==> config.mk <==
export PLATFORM = sky130hd
export DESIGN_NAME = result_deskew_buffer
export DESIGN_NICKNAME = d
export VERILOG_FILES = /design/src/rtl/result_deskew_buffer_pkg.sv /design/src/rtl/deskew_delay_line.sv /design/src/rtl/result_deskew_buffer.sv
export SDC_FILE = /design/constraint.sdc
export NUM_CORES = 1
export LEC_CHECK = 0
export ABC_AREA = 1
export BUFFER_PORTS_ARGS = -buffer_cell sky130_fd_sc_hd__buf_4
export CAP_MARGIN = 20
export CORE_MARGIN = 3
export CORE_UTILIZATION = 30
export DETAILED_ROUTE_END_ITERATION = 7
export HOLD_SLACK_MARGIN = 0.15
export PLACE_DENSITY = 0.55
export SLEW_MARGIN = 20
export SYNTH_ARGS = -nofsm -noshare
export SYNTH_HDL_FRONTEND = slang
export SYNTH_SLANG_ARGS = --single-unit
export TNS_END_PERCENT = 30
==> constraint.sdc <==
create_clock -name clk -period 9.2 [get_ports clk]
set_input_delay 1.84 -clock clk [delete_from_list [all_inputs] [get_ports clk]]
set_output_delay 1.84 -clock clk [all_outputs]
set_load 0.1 [all_outputs]
==> src/rtl/result_deskew_buffer_pkg.sv <==
// Shared constants and types for the systolic result deskew buffer.
package result_deskew_buffer_pkg;

    localparam int DEFAULT_DATA_WIDTH     = 16;
    localparam int DEFAULT_SYSTOLIC_WIDTH = 4;

    typedef logic [DEFAULT_DATA_WIDTH-1:0] lane_word_t;

endpackage

==> src/rtl/deskew_delay_line.sv <==
// Fixed-length valid+data delay line for one systolic lane; STAGES == 0 is a wire.
module deskew_delay_line #(
    parameter int DATA_WIDTH = 16,
    parameter int STAGES     = 0
) (
    input  logic                  clk,
    input  logic                  rst_n,
    input  logic                  clear,
    input  logic                  in_valid,
    input  logic [DATA_WIDTH-1:0] in_data,
    output logic                  out_valid,
    output logic [DATA_WIDTH-1:0] out_data
);

    generate
        if (STAGES == 0) begin : g_pass
            logic unused_ctrl;
            assign unused_ctrl = clk ^ rst_n ^ clear;
            assign out_valid   = in_valid;
            assign out_data    = in_data;
        end else begin : g_pipe
            logic [STAGES-1:0]                 valid_q;
            logic [STAGES-1:0][DATA_WIDTH-1:0] data_q;

            always_ff @(posedge clk or negedge rst_n) begin
                if (!rst_n) begin
                    valid_q <= '0;
                    data_q  <= '0;
                end else if (clear) begin
                    valid_q <= '0;
                    data_q  <= '0;
                end else begin
                    valid_q[0] <= in_valid;
                    data_q[0]  <= in_data;
                    for (int i = 1; i < STAGES; i++) begin
                        valid_q[i] <= valid_q[i-1];
                        data_q[i]  <= data_q[i-1];
                    end
                end
            end

            assign out_valid = valid_q[STAGES-1];
            assign out_data  = data_q[STAGES-1];
        end
    endgenerate

endmodule

==> src/rtl/result_deskew_buffer.sv <==
// Realigns a skewed systolic result stream into whole rows and queues them
// in a small FIFO with sticky overflow / misalignment flags.
module result_deskew_buffer
    import result_deskew_buffer_pkg::*;
#(
    parameter int DATA_WIDTH     = DEFAULT_DATA_WIDTH,
    parameter int SYSTOLIC_WIDTH = DEFAULT_SYSTOLIC_WIDTH,
    parameter int DEPTH          = 8
) (
    input  logic                               clk,
    input  logic                               rst_n,
    input  logic                               clear,
    input  logic [SYSTOLIC_WIDTH-1:0]          lane_valid,
    input  logic [SYSTOLIC_WIDTH*DATA_WIDTH-1:0] lane_data,
    output logic                               out_valid,
    input  logic                               out_ready,
    output logic [SYSTOLIC_WIDTH*DATA_WIDTH-1:0] out_data,
    output logic                               almost_full,
    output logic                               overflow,
    output logic                               misalign
);

    localparam int ROW_W = SYSTOLIC_WIDTH * DATA_WIDTH;
    localparam int CNT_W = $clog2(DEPTH + 1);
    localparam int PTR_W = (DEPTH > 1) ? $clog2(DEPTH) : 1;

    localparam logic [CNT_W-1:0] DEPTH_C = CNT_W'(DEPTH);
    localparam logic [CNT_W-1:0] AF_C    = CNT_W'(DEPTH - SYSTOLIC_WIDTH);
    localparam logic [CNT_W-1:0] CNT_ONE = CNT_W'(1);
    localparam logic [PTR_W-1:0] PTR_ONE = PTR_W'(1);
    localparam logic [PTR_W-1:0] PTR_MAX = PTR_W'(DEPTH - 1);

    logic [SYSTOLIC_WIDTH-1:0] dly_valid;
    logic [ROW_W-1:0]          dly_row;

    // Lane j waits SYSTOLIC_WIDTH-1-j cycles so every lane of a row lands together.
    genvar j;
    generate
        for (j = 0; j < SYSTOLIC_WIDTH; j++) begin : g_lane
            deskew_delay_line #(
                .DATA_WIDTH(DATA_WIDTH),
                .STAGES    (SYSTOLIC_WIDTH - 1 - j)
            ) u_delay (
                .clk      (clk),
                .rst_n    (rst_n),
                .clear    (clear),
                .in_valid (lane_valid[j]),
                .in_data  (lane_data[(SYSTOLIC_WIDTH-1-j)*DATA_WIDTH +: DATA_WIDTH]),
                .out_valid(dly_valid[j]),
                .out_data (dly_row[(SYSTOLIC_WIDTH-1-j)*DATA_WIDTH +: DATA_WIDTH])
            );
        end
    endgenerate

    logic [ROW_W-1:0] mem [DEPTH];
    logic [PTR_W-1:0] wr_ptr;
    logic [PTR_W-1:0] rd_ptr;
    logic [CNT_W-1:0] count;

    logic row_full;
    logic row_mixed;
    logic fifo_full;
    logic pop;
    logic push;
    logic drop;

    // Handshake: a row transfers on every rising edge where out_valid && out_ready;
    // while out_valid && !out_ready the head row and out_valid are held unchanged.
    always_comb begin
        row_full  = &dly_valid;
        row_mixed = (|dly_valid) && !row_full;
        fifo_full = (count == DEPTH_C);
        pop       = out_valid && out_ready;
        push      = row_full && (!fifo_full || pop);
        drop      = row_full && fifo_full && !pop;
    end

    always_ff @(posedge clk or negedge rst_n) begin
        if (!rst_n) begin
            wr_ptr   <= '0;
            rd_ptr   <= '0;
            count    <= '0;
            overflow <= 1'b0;
            misalign <= 1'b0;
        end else if (clear) begin
            wr_ptr   <= '0;
            rd_ptr   <= '0;
            count    <= '0;
            overflow <= 1'b0;
            misalign <= 1'b0;
        end else begin
            if (push) wr_ptr <= (wr_ptr == PTR_MAX) ? '0 : wr_ptr + PTR_ONE;
            if (pop)  rd_ptr <= (rd_ptr == PTR_MAX) ? '0 : rd_ptr + PTR_ONE;
            if (push && !pop)      count <= count + CNT_ONE;
            else if (pop && !push) count <= count - CNT_ONE;
            if (drop)      overflow <= 1'b1;
            if (row_mixed) misalign <= 1'b1;
        end
    end

    // Storage carries no reset; out_data is only meaningful while out_valid is high.
    always_ff @(posedge clk) begin
        if (push && !clear) mem[wr_ptr] <= dly_row;
    end

    assign out_valid   = (count != '0);
    assign out_data    = mem[rd_ptr];
    assign almost_full = (count >= AF_C);

endmodule
# Word-level counts from Yosys, hierarchy flattened
# Memories as Yosys holds them, arrays and structs flattened.
# Cells that the tools add are included.
# op_classes
addsub,4
n_lt_le_gt_ge,1
n_eq_ne,3
n_mux,21
n_reduce_logical,22
# ops
cell,n
48-bit two-way mux,1
32-bit two-way mux,1
3-bit two-way mux,7
16-bit two-way mux,1
4-bit two-way mux,3
1-bit logical AND,8
2-bit nonzero test,4
1-bit two-way mux,7
"3-bit by 1-bit adder with 3-bit output, second input constant",2
"3-bit == test, second input constant",2
1-bit logical NOT,5
"4-bit by 1-bit adder with 4-bit output, second input constant",1
"4-bit == test, second input constant",1
"4-bit by 3-bit >= comparator with 1-bit output, second input constant",1
4-bit AND reduction,1
4-bit nonzero test,1
4-bit OR reduction,1
"4-bit by 1-bit subtractor with 4-bit output, second input constant",1
3-bit nonzero test,1
2-bit two-way mux,1
1-bit logical OR,1
# word_totals
register_bits,114
mem_bits_rw,512
wordCells,66
memories,1
# mem_list
memory,words,width,read_ports,rd_clocked_by_memory_dff,wr,line,source
mem,8,64,1,0,1,result_deskew_buffer.sv:55,logic [ROW_W-1:0] mem [DEPTH];

# Logic depth before layout (Yosys ltp)
# logic_depth
word_depth,9
ltp_mapped,11

# Modules after synthesis
# From an unflattened synthesis, not the netlist that was laid out.
# unflattened
hier_cells,1775
area_unflattened_um2,24493.5
# modules_own_cells
mod,n_inst,cells_per_inst,area_each_um2
result_deskew_buffer,1,1408,20663.6
deskew_delay_line at g_lane[0].u_delay,1,175,1846.8
deskew_delay_line at g_lane[1].u_delay,1,122,1276.2
deskew_delay_line at g_lane[2].u_delay,1,53,579.3
deskew_delay_line at g_lane[3].u_delay,1,17,127.6

# Worst setup path before layout
# No wires, ideal clock.
# synth_timing
path_type,input -> register
start,input lane_valid[3]
end,memory mem[2][0] (netlist name) (enable)
setup_ns,0.565
t_arrival_ns,6.862
required_time_ns,8.635
slack_ns,1.773
stages,6
n_path_buf,0
cell_sequence,nand2_1 nor2_2 nand2_1 nor2_1 nand2_1 nor3_1
# synth_via
elab_chain_cells,5
# synth_lines
element,line,source
start: declaration,result_deskew_buffer.sv:13,"input logic [SYSTOLIC_WIDTH-1:0] lane_valid,"
4-bit AND reduction,result_deskew_buffer.sv:70,row_full = &dly_valid;
1-bit logical AND,result_deskew_buffer.sv:74,push = row_full && (!fifo_full || pop);
1-bit logical AND,result_deskew_buffer.sv:103,if (push && !clear) mem[wr_ptr] <= dly_row;
1-bit two-way mux,result_deskew_buffer.sv:103,
1-bit two-way mux (not written as such),result_deskew_buffer.sv:103,
end: declaration,result_deskew_buffer.sv:55,
# No other way between the ends.

# Worst setup path in the final report
# layout_timing
start,register rd_ptr[0]
end,output out_data[37]
# layout_via
elab_chain_cells,1
# layout_lines
element,line,source
start: declaration,result_deskew_buffer.sv:57,logic [PTR_W-1:0] rd_ptr;
start signal: assignment,result_deskew_buffer.sv:93,if (pop) rd_ptr <= (rd_ptr == PTR_MAX) ? '0 : rd_ptr + PTR_ONE;
memory read 8 x 64 bit,n/a,
end: declaration,result_deskew_buffer.sv:17,"output logic [SYSTOLIC_WIDTH*DATA_WIDTH-1:0] out_data,"
# No other way between the ends.

==> impl_metrics.py <==
metrics = {
    "run_status": {
        "status": "finished clean",
    },
    "power": {
        "powerDensity_nw_per_um2": 297,
        "ir_worst_vdd_v": 0.000355,
        "post-layout-total-power_mw": 8.39,
        "p_leak_nw": 10.5,
    },
    "min_path": {
        "hold_path.startpoint": "g_lane[1].u_delay.g_pipe.data_q[3]$_DFF_PN0_",
        "min_path_type": "reg -> reg",
    },
    "sta": {
        "slew_headroom": 0.243,
        "setup_viol": 0,
        "fin_skew_ns": 0.0148,
        "grt_setup_unrepaired": "no",
        "slew_violations": 0,
        "fin_crit_ns": 5.87,
        "max_freq_mhz": 170,
        "tightest_slew_ns": 1.14,
        "post-route-period-util": 0.638,
        "hold_viol_final": 0,
        "fin_setup_tns_ns": 0,
    },
    "job": {
        "cap_violations": 0,
    },
    "routing": {
        "final_antenna_net_count": 0,
        "num_vias": 14448,
        "avgViaCountPerCell": 4.67,
        "wl_per_cell_um": 18.4,
        "route.detailed.drc": 0,
        "drt_iter0_drc": 837,
        "dr.pass1.iters": 5,
        "routed_wl_um": 56800,
    },
    "synthesis": {
        "yosysSeqAreaShare": 0.761,
        "synth.avg_cell_area_um2": 12.8,
        "syn_inst": 1865,
        "synth_fp_nets": 1944,
        "synth_warnings": 0,
        "ys_top_cells_by_area": "edfxtp_1 (64%), dfrtp_1 (12%), nor2_1 (7.8%), o32ai_1 (4.7%), nand2_1 (3.4%)",
        "synth_seq_cells": 626,
        "yosys.cell_types.count": 28,
        "netlist_area_um2": 24000,
        "synth_top_area_share": 0.642,
        "yosys.area.top_type": "edfxtp_1",
    },
    "clock_network": {
        "h-tree-depth": 3,
        "cts_inserted_buffers": 68,
        "clk_latency_ns": 0.60,
        "postCtsSetupBuffers": 0,
        "cts_resized": 0,
        "cts_root_buf": "clkbuf_16",
        "clk_pin_slew_worst_paths_ns": 0.06,
        "clk_path_buf_depth": 3,
        "hold_buffers": 0,
        "clock_sinks": 626,
        "cts_tree": "built",
    },
    "setup_path": {
        "start_kind": "flop",
        "startpoint": "rd_ptr[0]$_DFFE_PN0P_",
        "critPathCapture": "out_data[37]",
        "rrSetupSlack_ns": 5.94,
        "critPathMaxFanout": 174,
        "setup.worst_path.end_class": "primary output",
        "required_ns": 7.36,
        "criticalPathCategory": "reg -> out",
        "critical_path_arrival_ns": 4.03,
        "r2r_cells": 7,
        "r2r-end": "mem[2][0]$_DFFE_PP_",
        "r2r-start": "g_lane[0].u_delay.g_pipe.valid_q[2]$_DFF_PN0_",
    },
    "placed_design": {
        "hpwlAfterDp_um": 29100,
        "placed_area_um2": 26000,
        "dp.cells": 2967,
        "place_congestion": 0.725,
        "io_buffers": 139,
    },
    "global_route": {
        "grt_pass1_wl_um": 86600,
        "grt-ovfl-total": 0,
        "grt_max_degree": 259,
        "grt_pass1_vias": 14915,
        "antenna_found_initial": 1,
        "grt_usage": 0.136,
    },
    "layout": {
        "layout_common_cells": "edfxtp_1 (512), nor2_1 (492), nand2_1 (216), buf_4 (159), o21ai_0 (134)",
        "final_layout_size_suffix_gt1_frac": 0.137,
        "final_common_cell": "edfxtp_1",
        "layout.nets": 2066,
        "design_area_um2": 28200,
        "area_growth_pct": 17.8,
        "final_cells": 3093,
    },
    "die": {
        "fp.coreArea_um2": 79000,
        "die_x_um": 289,
        "fp.dieArea_um2": 83300,
        "start_util": 0.303,
        "die-height_um": 289,
        "rows": 103,
        "io-pin-count": 140,
    },
}
-- power by group --
| group | internal (mW) | leakage, nW | total [mW] | switching, mW |
|---|---|---|---|---|
| Combinational | 0.558 | 3.19 | 2.55 | 1.99 |
| Clock | 1.61 | 1.09 | 2.69 | 1.07 |
| Sequential | 3.09 | 6.18 | 3.16 | 0.0670 |
-- cell type report --
class / count / area, µm²
fillers: 7585 / 50800
well taps: 1050 / 1310
multi-input cells: 1010 / 4770
clock buffers: 94 / 1890
flip-flops and latches: 626 / 18200
clock inverters: 31 / 324
repair buffers: 162 / 1240
diodes: 1 / 2.50
inverters: 119 / 455
-- stage by stage --
| step | setup slack (ns) | hold slack [ns] | utilization |
|---|---|---|---|
| floorplan | 1.77 | 0.434 | - |
| global placement | 3.98 | 0.435 | 0.329 |
| detailed placement | 3.96 | 0.445 | 0.329 |
| CTS | 3.30 | 0.448 | 0.357 |
| global route | 3.02 | 0.480 | 0.357 |
| finish | 3.33 | 0.450 | 0.357 |
-- how the worst min path moves through the flow --
stage	cells past startpoint	end
final	2	g_lane[1].u_delay.out_data[3]$_DFF_PN0_
after global routing	2	g_lane[0].u_delay.g_pipe.data_q[19]$_DFF_PN0_
after CTS	2	g_lane[1].u_delay.out_data[3]$_DFF_PN0_
after detailed placement	2	g_lane[0].u_delay.out_data[2]$_DFF_PN0_
after global placement	2	g_lane[0].u_delay.out_data[1]$_DFF_PN0_
after floorplan	2	g_lane[0].u_delay.g_pipe.data_q[16]$_DFF_PN0_
-- critical path, cell delays in order (launching register included) --
cell	delay [ns]
dfrtp_4	0.75
inv_8	0.81
buf_4	0.87
nor2_1	0.09
o32ai_1	0.27
nand2_1	0.08
nand2_1	0.13
buf_4	0.31
-- kinds of logic after synthesis --
logic type	Yosys count	synth area share
XOR/XNOR	1	0.000366
adder cells (fa/ha/maj)	7	0.00397
AND/OR/NAND/NOR	733	0.116
AO/OA/AOI/OAI	269	0.0764
flip-flops	626	0.761
buffers and inverters	229	0.0421
-- routing by layer --
metal / track usage / wire length (µm) / up-vias
li1: - / - / 6765
met1: 0.178 / 25600 / 7259
met2: 0.229 / 27500 / 335
met3: 0.0213 / 2360 / 89
met4: 0.0498 / 1400 / 0
met5: 0 / 0 / -
-- sequential cells by signal, summed over array words and instances (netlist names), 3 cells and up --
| register | flops |
|---|---|
| g_lane.u_delay.g_pipe.data_q | 48 |
| g_lane.u_delay.g_pipe.valid_q | 5 |
| mem | 512 |
| rd_ptr | 3 |
| count | 4 |
| wr_ptr | 3 |
| g_lane.u_delay.out_data | 48 |
-- Yosys cell counts --
cell type and instances:
edfxtp_1 512, nor2_1 496, nand2_1 216, o21ai_0 134
o32ai_1 128, inv_1 118, dfrtp_1 114, clkbuf_1 51
buf_2 27, buf_1 14, buf_6 13, nand3_1 8
ha_1 6, nor3_1 6, buf_4 5, a21oi_1 4
nand4_1 2, a21o_1 1, fa_1 1, inv_2 1
nand2_2 1, nand3_2 1, nor2_2 1, nor4_1 1
o21ai_1 1, o22ai_1 1, or2_2 1, xnor2_1 1
(Power assumes the default switching activity.)
